--- src/rtl/hack_bist_pkg.sv ---
// hack_bist_pkg: shared state encoding and reference truth tables for gate BIST blocks
package hack_bist_pkg;
  typedef enum logic [1:0] {
    IDLE   = 2'd0,
    APPLY  = 2'd1,
    SAMPLE = 2'd2,
    DONE   = 2'd3
  } bist_state_t;
  localparam logic [3:0] EXP_AND  = 4'b1000;
  localparam logic [3:0] EXP_OR   = 4'b1110;
  localparam logic [3:0] EXP_XOR  = 4'b0110;
  localparam logic [3:0] EXP_NAND = 4'b0111;
endpackage

--- src/rtl/bist_hold_counter.sv ---
// bist_hold_counter: counts enabled cycles and pulses expire on the HOLD-th one
module bist_hold_counter #(
  parameter int HOLD = 4
) (
  input  logic clk,
  input  logic rst_n,
  input  logic clear,
  input  logic en,
  output logic expire
);
  localparam int CW = HOLD > 1 ? $clog2(HOLD) : 1;
  logic [CW-1:0] cnt;
  assign expire = en && cnt == CW'(HOLD - 1);
  // settle counter, restarted whenever the owner leaves its hold phase
  always_ff @(posedge clk or negedge rst_n)
    if (!rst_n) cnt <= '0;
    else if (clear) cnt <= '0;
    else if (en) cnt <= expire ? '0 : cnt + 1'b1;
endmodule

--- src/rtl/gate_bist_ctrl.sv ---
// gate_bist_ctrl: walks all input vectors of a gate, checks it against a truth table
module gate_bist_ctrl
  import hack_bist_pkg::*;
#(
  parameter int                    N_IN     = 2,
  parameter logic [(1<<N_IN)-1:0]  EXPECTED = EXP_AND,
  parameter int                    HOLD     = 4
) (
  input  logic            clk,
  input  logic            rst_n,
  input  logic            start,
  output logic [N_IN-1:0] dut_in,
  input  logic            dut_out,
  output logic            busy,
  output logic            done,
  output logic            pass,
  output logic [N_IN-1:0] fail_idx,
  output logic [N_IN:0]   err_count
);
  localparam logic [N_IN:0] LAST = (N_IN+1)'((1 << N_IN) - 1);
  bist_state_t   state;
  logic [N_IN:0] vec;
  logic [N_IN:0] vec_nxt;
  logic          expire;
  logic          mis;
  assign vec_nxt = vec + 1'b1;
  assign mis     = dut_out != EXPECTED[vec[N_IN-1:0]];
  bist_hold_counter #(.HOLD(HOLD)) u_hold (
    .clk   (clk),
    .rst_n (rst_n),
    .clear (state != APPLY),
    .en    (state == APPLY),
    .expire(expire)
  );
  // sequencer with registered stimulus and result outputs
  always_ff @(posedge clk or negedge rst_n)
    if (!rst_n) begin
      state     <= IDLE;
      vec       <= '0;
      dut_in    <= '0;
      busy      <= 1'b0;
      done      <= 1'b0;
      pass      <= 1'b0;
      fail_idx  <= '0;
      err_count <= '0;
    end else
      case (state)
        IDLE:
          if (start) begin
            state     <= APPLY;
            vec       <= '0;
            dut_in    <= '0;
            busy      <= 1'b1;
            pass      <= 1'b0;
            fail_idx  <= '0;
            err_count <= '0;
          end
        APPLY:
          if (expire) state <= SAMPLE;
        SAMPLE: begin
          if (mis) err_count <= err_count + 1'b1;
          if (mis && err_count == '0) fail_idx <= vec[N_IN-1:0];
          if (vec == LAST) begin
            state  <= DONE;
            busy   <= 1'b0;
            done   <= 1'b1;
            dut_in <= '0;
            pass   <= err_count == '0 && !mis;
          end else begin
            state  <= APPLY;
            vec    <= vec_nxt;
            dut_in <= vec_nxt[N_IN-1:0];
          end
        end
        DONE: begin
          state <= IDLE;
          done  <= 1'b0;
        end
        default: state <= IDLE;
      endcase
endmodule

--- config.mk ---
export PLATFORM = sky130hd
export DESIGN_NAME = gate_bist_ctrl
export DESIGN_NICKNAME = d
export VERILOG_FILES = /design/src/rtl/hack_bist_pkg.sv /design/src/rtl/bist_hold_counter.sv /design/src/rtl/gate_bist_ctrl.sv
export SDC_FILE = /design/constraint.sdc
export NUM_CORES = 1
export LEC_CHECK = 0
export ABC_AREA = 1
export BUFFER_PORTS_ARGS = -buffer_cell sky130_fd_sc_hd__buf_2
export CORE_ASPECT_RATIO = 1.25
export CORE_MARGIN = 4
export CORE_UTILIZATION = 55
export CTS_BUF_LIST = sky130_fd_sc_hd__clkbuf_4 sky130_fd_sc_hd__clkbuf_8
export CTS_CLUSTER_DIAMETER = 30
export DETAILED_ROUTE_END_ITERATION = 7
export HOLD_SLACK_MARGIN = 0.06
export PLACE_DENSITY = 0.78
export SETUP_SLACK_MARGIN = 0.4
export SYNTH_ARGS = -nofsm -noshare
export SYNTH_HDL_FRONTEND = slang
export SYNTH_SLANG_ARGS = --single-unit
--- constraint.sdc ---
create_clock -name clk -period 1.7 [get_ports clk]
set_input_delay 0.17 -clock clk [delete_from_list [all_inputs] [get_ports clk]]
set_output_delay 0.17 -clock clk [all_outputs]
set_load 0.02 [all_outputs]
# [After elaboration in Yosys (flattened, before gate mapping)]
# Index checks and enable logic that the tools add are counted.
[totals] reg_bits=17 inputBits=4 output_inout_bits=10 word_cells=69
[classes] addsub=3 order_cmp=1 n_eq_ne=13 n_mux=27 reduce_logical=16
[ops] operator="2-to-1 mux 2 bit" n=9
[ops] operator="inequality test 2 bit, second input constant" n=6
[ops] operator="one-hot mux 3 bit (2 select lines)" n=2
[ops] operator="AND reduction 3 bit" n=4
[ops] operator="2-to-1 mux 3 bit" n=3
[ops] operator="one-hot mux 2 bit (2 select lines)" n=2
[ops] operator="one-hot mux 2 bit (4 select lines)" n=1
[ops] operator="adder 3 x 1 -> 3 bit, second input constant" n=2
[ops] operator="equality test 2 bit, second input constant" n=3
[ops] operator="2-to-1 mux 1 bit" n=6
[ops] operator="one-hot mux 1 bit (2 select lines)" n=3
[ops] operator="AND reduction 2 bit" n=3
[ops] operator="nonzero test 2 bit" n=3
[ops] operator="equality test 3 x 2 -> 1 bit, second input constant" n=1
[ops] operator="logical AND 1 bit" n=3
[ops] operator="logical NOT 3 bit" n=1
[ops] operator="less-than comparator 2 x 3 -> 1 bit, second input constant" n=1
[ops] operator="adder 2 x 1 -> 2 bit, second input constant" n=1
[ops] operator="binary-select mux 1 bit (select 2 bit)" n=1
[ops] operator="equality test 2 x 1 -> 1 bit, second input constant" n=1
[ops] operator="logical NOT 2 bit" n=1
[ops] operator="inequality test 2 x 1 -> 1 bit, second input constant" n=1
[ops] operator="logical NOT 1 bit" n=1
[ops] operator="inequality test 1 bit" n=1

# [Depth between registers and ports, before layout]
[depth] word_depth=7 depth_mapped=8 ltp_nobuf=8

# [Cells and area by module]
# From an unflattened synthesis, not the netlist that was laid out.
[unflattened] hier_cells=115 hier_area_um2=903.4
[by_module_without_submodules] mod="gate_bist_ctrl" n_inst=1 cells_each=99 area_each_um2=785.8 seq_area_each_um2=375.4
[by_module_without_submodules] mod="bist_hold_counter" n_inst=1 cells_each=16 area_each_um2=117.6 seq_area_each_um2=50.0

# [Least setup slack after synthesis]
# OpenSTA, ideal clock, no wires.
[synth_path] path_kind="flip-flop to flip-flop" startpoint="register err_count[0]" endpoint="register fail_idx[0]" arrival_time_ns=1.115 required_ns=1.583 path_slack_ns=0.469 stages_incl_launch_ff=9 path_buffers=0 synth_period_minus_slack_ns=1.231 cell_sequence="dfrtp_1 > inv_1 > ha_1 > nand2_1 > nor2_8 > nand2_4 > nand2_2 > nand2_1 > nand2_1"
[synth_between] elab_chain_cells=4
[synth_lines] item="start: declaration" line_no="gate_bist_ctrl.sv:18" text="output logic [N_IN:0] err_count"
[synth_lines] item="start signal: assignment" line_no="gate_bist_ctrl.sv:61" text="if (mis) err_count <= err_count + 1'b1;"
[synth_lines] item="logical NOT 3 bit" line_no="gate_bist_ctrl.sv:62" text="if (mis && err_count == '0) fail_idx <= vec[N_IN-1:0];"
[synth_lines] item="logical AND 1 bit" line_no="gate_bist_ctrl.sv:62"
[synth_lines] item="inequality test 2 bit (no line)"
[synth_lines] item="AND reduction 3 bit (no line)"
[synth_lines] item="end signal: assignment" line_no="gate_bist_ctrl.sv:62"
[synth_lines] item="end: declaration" line_no="gate_bist_ctrl.sv:17" text="output logic [N_IN-1:0] fail_idx,"
# No other way between the ends.
# A chain may end at the register's enable or synchronous reset.

# [Final worst setup path]
[layout_path] startpoint="register vec[1]" endpoint="register vec[2]"
[layout_between] elab_chain_cells=3 elab_cells_between_ends=6 cone_classes="add/sub: 1; eq/ne: 2; mux: 2; reduce/logical: 1"
[layout_lines] item="start: declaration" line_no="gate_bist_ctrl.sv:22" text="logic [N_IN:0] vec;"
[layout_lines] item="start signal: assignment" line_no="gate_bist_ctrl.sv:71" text="vec <= vec_nxt;"
[layout_lines] item="adder 3 x 1 -> 3 bit or equality test 3 x 2 -> 1 bit (tied branches)" line_no="gate_bist_ctrl.sv:26, gate_bist_ctrl.sv:63"
[layout_lines] item="2-to-1 mux 3 bit or inequality test 2 bit (tied branches)"
[layout_lines] item="one-hot mux 3 bit (2 select lines) or AND reduction 3 bit (tied branches)"
# Several ways; a longest one is shown, not always the timed one. The select of a mux whose other input is x is not followed.

==> run_summary.xml <==
<?xml version="1.0" encoding="UTF-8"?>
<metrics>
  <group name="yosys">
    <metric name="post_synth_inst_count" unit="">107</metric>
    <metric name="syn_avg_cell_area" unit="sq um">8.35</metric>
    <metric name="postSynthRegisterBits" unit="">17</metric>
    <metric name="synth.lib_cells_used.distinct" unit="">19</metric>
    <metric name="yosys.area.top_type" unit="">sky130_fd_sc_hd__dfrtp_1</metric>
    <metric name="synth_top_area_share" unit="">0.476</metric>
    <metric name="synth_top_cells_by_area" unit="">sky130_fd_sc_hd__dfrtp_1 48%, sky130_fd_sc_hd__nand2_1 13%, sky130_fd_sc_hd__ha_1 8.4%</metric>
    <metric name="syn-num-nets" unit="">117</metric>
    <metric name="synth-warning-count" unit="">0</metric>
    <metric name="post_synth_instance_area" unit="sq um">893</metric>
    <metric name="synth_seq_area_share" unit="">0.476</metric>
  </group>
  <group name="floorplanning">
    <metric name="die_area" unit="sq mm">0.00234</metric>
    <metric name="ios" unit="">14</metric>
    <metric name="fp.dieH" unit="microns">53.1</metric>
    <metric name="num_rows" unit="">16</metric>
    <metric name="floorplan.core_area" unit="sq mm">0.00156</metric>
    <metric name="floorplan.initialDensity" unit="">0.572</metric>
    <metric name="die_w" unit="microns">44.0</metric>
  </group>
  <group name="sta">
    <metric name="hold_viol_final" unit="">0</metric>
    <metric name="maxClockFrequency" unit="GHz">0.833</metric>
    <metric name="final_min_period_over_clock_period" unit="">0.706</metric>
    <metric name="setup_viol" unit="">0</metric>
    <metric name="tns" unit="ns">0</metric>
    <metric name="worst-slew-pin-transition" unit="ns">0.381</metric>
    <metric name="rsz0062_at_grt" unit="">true</metric>
    <metric name="relSlewSlack" unit="">0.746</metric>
    <metric name="final_worst_clock_skew" unit="ns">0.00285</metric>
    <metric name="slew_viol_final" unit="">0</metric>
    <metric name="minimum_clock_period" unit="ns">1.20</metric>
  </group>
  <group name="setup_path">
    <metric name="critical_path.endpoint_type" unit="">flip-flop</metric>
    <metric name="crit_chain" unit="">ha_4 &gt; ha_1 &gt; nor2_1 &gt; nand3_1 &gt; nand2_1</metric>
    <metric name="worst-setup-path-type" unit="">reg2reg</metric>
    <metric name="critical-path-max-stage-delay" unit="ns">0.44</metric>
    <metric name="cp_launch_type" unit="">flip-flop</metric>
    <metric name="worst_ep_required_time" unit="ns">1.94</metric>
    <metric name="number_of_buffers_and_inverters_on_the_critical_path" unit="">0</metric>
    <metric name="timing.critical_path.arrival" unit="ns">1.44</metric>
    <metric name="cpLargestDelayFamily" unit="">adder cells</metric>
    <metric name="worst_path_max_delay_cell" unit="">sky130_fd_sc_hd__dfrtp_1</metric>
    <metric name="critical_path_peak_fanout" unit="">4</metric>
  </group>
  <group name="cells_and_area">
    <metric name="ant_diodes" unit="">0</metric>
    <metric name="layout.nets" unit="">135</metric>
    <metric name="syn2layout_area_growth" unit="%">17.1</metric>
    <metric name="post_route_cells_drive_above_1_share" unit="">0.242</metric>
    <metric name="final_util" unit="">0.670</metric>
  </group>
  <group name="clocking">
    <metric name="numClockSinks" unit="">17</metric>
    <metric name="ctsHtreeMaxLevel" unit="">1</metric>
    <metric name="tritoncts" unit="">done</metric>
    <metric name="tritoncts.num_buffers" unit="">3</metric>
    <metric name="clk_pin_slew" unit="ns">0.10</metric>
    <metric name="cts_root_buffer" unit="">sky130_fd_sc_hd__clkbuf_4</metric>
    <metric name="clk-insertion-delay-late" unit="ns">0.29</metric>
    <metric name="cts-root-to-sink-buffers" unit="">2</metric>
  </group>
  <group name="route">
    <metric name="top_layer_used" unit="">met4</metric>
    <metric name="drt-met1-wl" unit="microns">657</metric>
    <metric name="detail_route.vias_per_cell" unit="">4.89</metric>
    <metric name="detailroute.via_count" unit="">694</metric>
    <metric name="drt_first_iter_violations" unit="">11</metric>
    <metric name="drt_pre_antenna_iters" unit="">4</metric>
    <metric name="met3RoutedLength" unit="microns">54</metric>
    <metric name="routed_wire_length_per_instance" unit="microns">10.9</metric>
    <metric name="post-route-drc-count" unit="">0</metric>
    <metric name="routed-wl-met2" unit="microns">789</metric>
    <metric name="drt.antenna.violating_nets" unit="">0</metric>
    <metric name="finalWirelength" unit="microns">1550</metric>
  </group>
  <group name="placement">
    <metric name="post-dp-hpwl" unit="microns">1140</metric>
    <metric name="portBuffers" unit="">13</metric>
    <metric name="gpl.final_weighted_congestion" unit="">0.828</metric>
  </group>
  <group name="power_and_ir_drop">
    <metric name="power_leakage" unit="nW">0.605</metric>
    <metric name="powerDensity" unit="mW/mm^2">1110</metric>
    <metric name="worst_ir_drop_vdd" unit="uV">634</metric>
  </group>
  <group name="grt">
    <metric name="grt_start_max_net_pins" unit="">18</metric>
    <metric name="grt_first_pass_wirelength" unit="microns">2780</metric>
    <metric name="grt_overflow" unit="">0</metric>
    <metric name="vias_in_the_first_global_route" unit="">718</metric>
    <metric name="antenna_violations_before_repair" unit="">0</metric>
    <metric name="total_routing_resource_utilization_after_global_routing" unit="">0.165</metric>
  </group>
  <group name="job">
    <metric name="drv.max_cap_violation_count" unit="">0</metric>
  </group>
  <group name="outcome">
    <metric name="outcome" unit="">complete, no violations</metric>
  </group>
  <group name="worst_hold_path">
    <metric name="worstHoldPathType" unit="">in2reg</metric>
  </group>
</metrics>
-- final timing paths --
kind,from,end,slack (ns),depth (start not counted)
setup / recovery,vec[1],vec[2],0.50,5
hold / removal,start,busy,0.24,3
setup reg to reg,vec[1],vec[2],0.50,5
hold reg to reg,u_hold.cnt[0],u_hold.cnt[0],0.45,1
max in group asynchronous,rst_n,state[1],1.09,2
min in group asynchronous,rst_n,err_count[1],0.32,2
-- Yosys cell counts, drive strengths merged --
library cell  count
nor2              9
o21ai             3
nand3            13
nand2            33
o22ai             1
inv              20
buf               2
a21oi             1
ha                6
dfrtp            17
xnor2             1
nand3b            1
-- state kept, by name, summed over array words and instances (netlist names), 2 cells and up --
name        cells
err_count       3
vec             3
dut_in          2
fail_idx        2
state           2
u_hold.cnt      2
-- placed cells by master, fill, tap and decap left out --
cell / count
sky130_fd_sc_hd__nand2_1: 27
sky130_fd_sc_hd__inv_1: 19
sky130_fd_sc_hd__dfrtp_1: 16
sky130_fd_sc_hd__buf_2: 13
sky130_fd_sc_hd__nand3_1: 12
sky130_fd_sc_hd__nor2_1: 8
sky130_fd_sc_hd__nand2_2: 4
sky130_fd_sc_hd__ha_1: 4
sky130_fd_sc_hd__clkbuf_4: 4
sky130_fd_sc_hd__nand2_4: 2
sky130_fd_sc_hd__o21ai_1: 2
sky130_fd_sc_hd__inv_2: 1
sky130_fd_sc_hd__nand3_4: 1
sky130_fd_sc_hd__nor2_8: 1
sky130_fd_sc_hd__o22ai_1: 1
sky130_fd_sc_hd__a21oi_1: 1
sky130_fd_sc_hd__nand3b_1: 1
sky130_fd_sc_hd__xnor2_1: 1
sky130_fd_sc_hd__o21ai_0: 1
sky130_fd_sc_hd__ha_4: 1
sky130_fd_sc_hd__ha_2: 1
sky130_fd_sc_hd__dlygate4sd3_1: 1
sky130_fd_sc_hd__buf_4: 1
sky130_fd_sc_hd__dfrtp_2: 1
-- power breakdown --
group          leakage, nW  internal (mW)  switching (mW)
logic                0.363          0.134           0.259
clock network       0.0184          0.107           0.126
registers            0.224          0.482          0.0572
total                0.605          0.723           0.443
-- per-layer routing --
layer | track usage | vias up
li1 | - | 364
met1 | 0.178 | 315
met2 | 0.289 | 10
met3 | 0.0306 | 5
met4 | 0.106 | 0
met5 | 0 | -
-- repair_timing --
action	in CTS	in global routing
hold endpoints to repair	17	0
cloned	0	0
hold buffers	1	0
setup endpoints to repair	3	13
gates resized for setup	2	7
setup buffers	0	1
-- logic make-up (layout without fill, tap and decap cells) --
kind of cell	after synthesis	count (layout)	synth area share
XOR/XNOR	1	1	0.00981
AO/OA/AOI/OAI	5	5	0.0294
adder cells (fa/ha/maj)	6	6	0.0840
AND/OR/NAND/NOR	56	56	0.296
flip-flops	17	17	0.476
buffers and inverters	22	39	0.105
-- cell type report --
cell class                 count  area, sq um
timing repair buffer          15         82.6
fill                         130          515
multi-input combinational     68          409
sequential                    17          427
inverter                      20         75.1
tap                           18         22.5
clock buffer                   4         30.0
-- through the flow --
stage / setup slack, ns / cell area [sq um] / power [mW] / hold slack, ns / cells
floorplan: 0.469 / 893 / 0.821 / -0.126 / 107
global placement: 0.442 / 962 / 0.885 / 0.106 / 136
detailed placement: 0.377 / 962 / 0.907 / 0.115 / 136
CTS: 0.406 / 1010 / 1.15 / 0.259 / 141
global route: 0.378 / 1050 / 1.26 / 0.271 / 142
finish: 0.500 / 1050 / 1.17 / 0.244 / 142
-- tightest hold or removal path: stages --
cell and delay, ns:
sky130_fd_sc_hd__buf_2 0.12, sky130_fd_sc_hd__nand3_4 0.15, sky130_fd_sc_hd__nand2_1 0.07
Note: power is estimated with default switching activity, not from simulation.
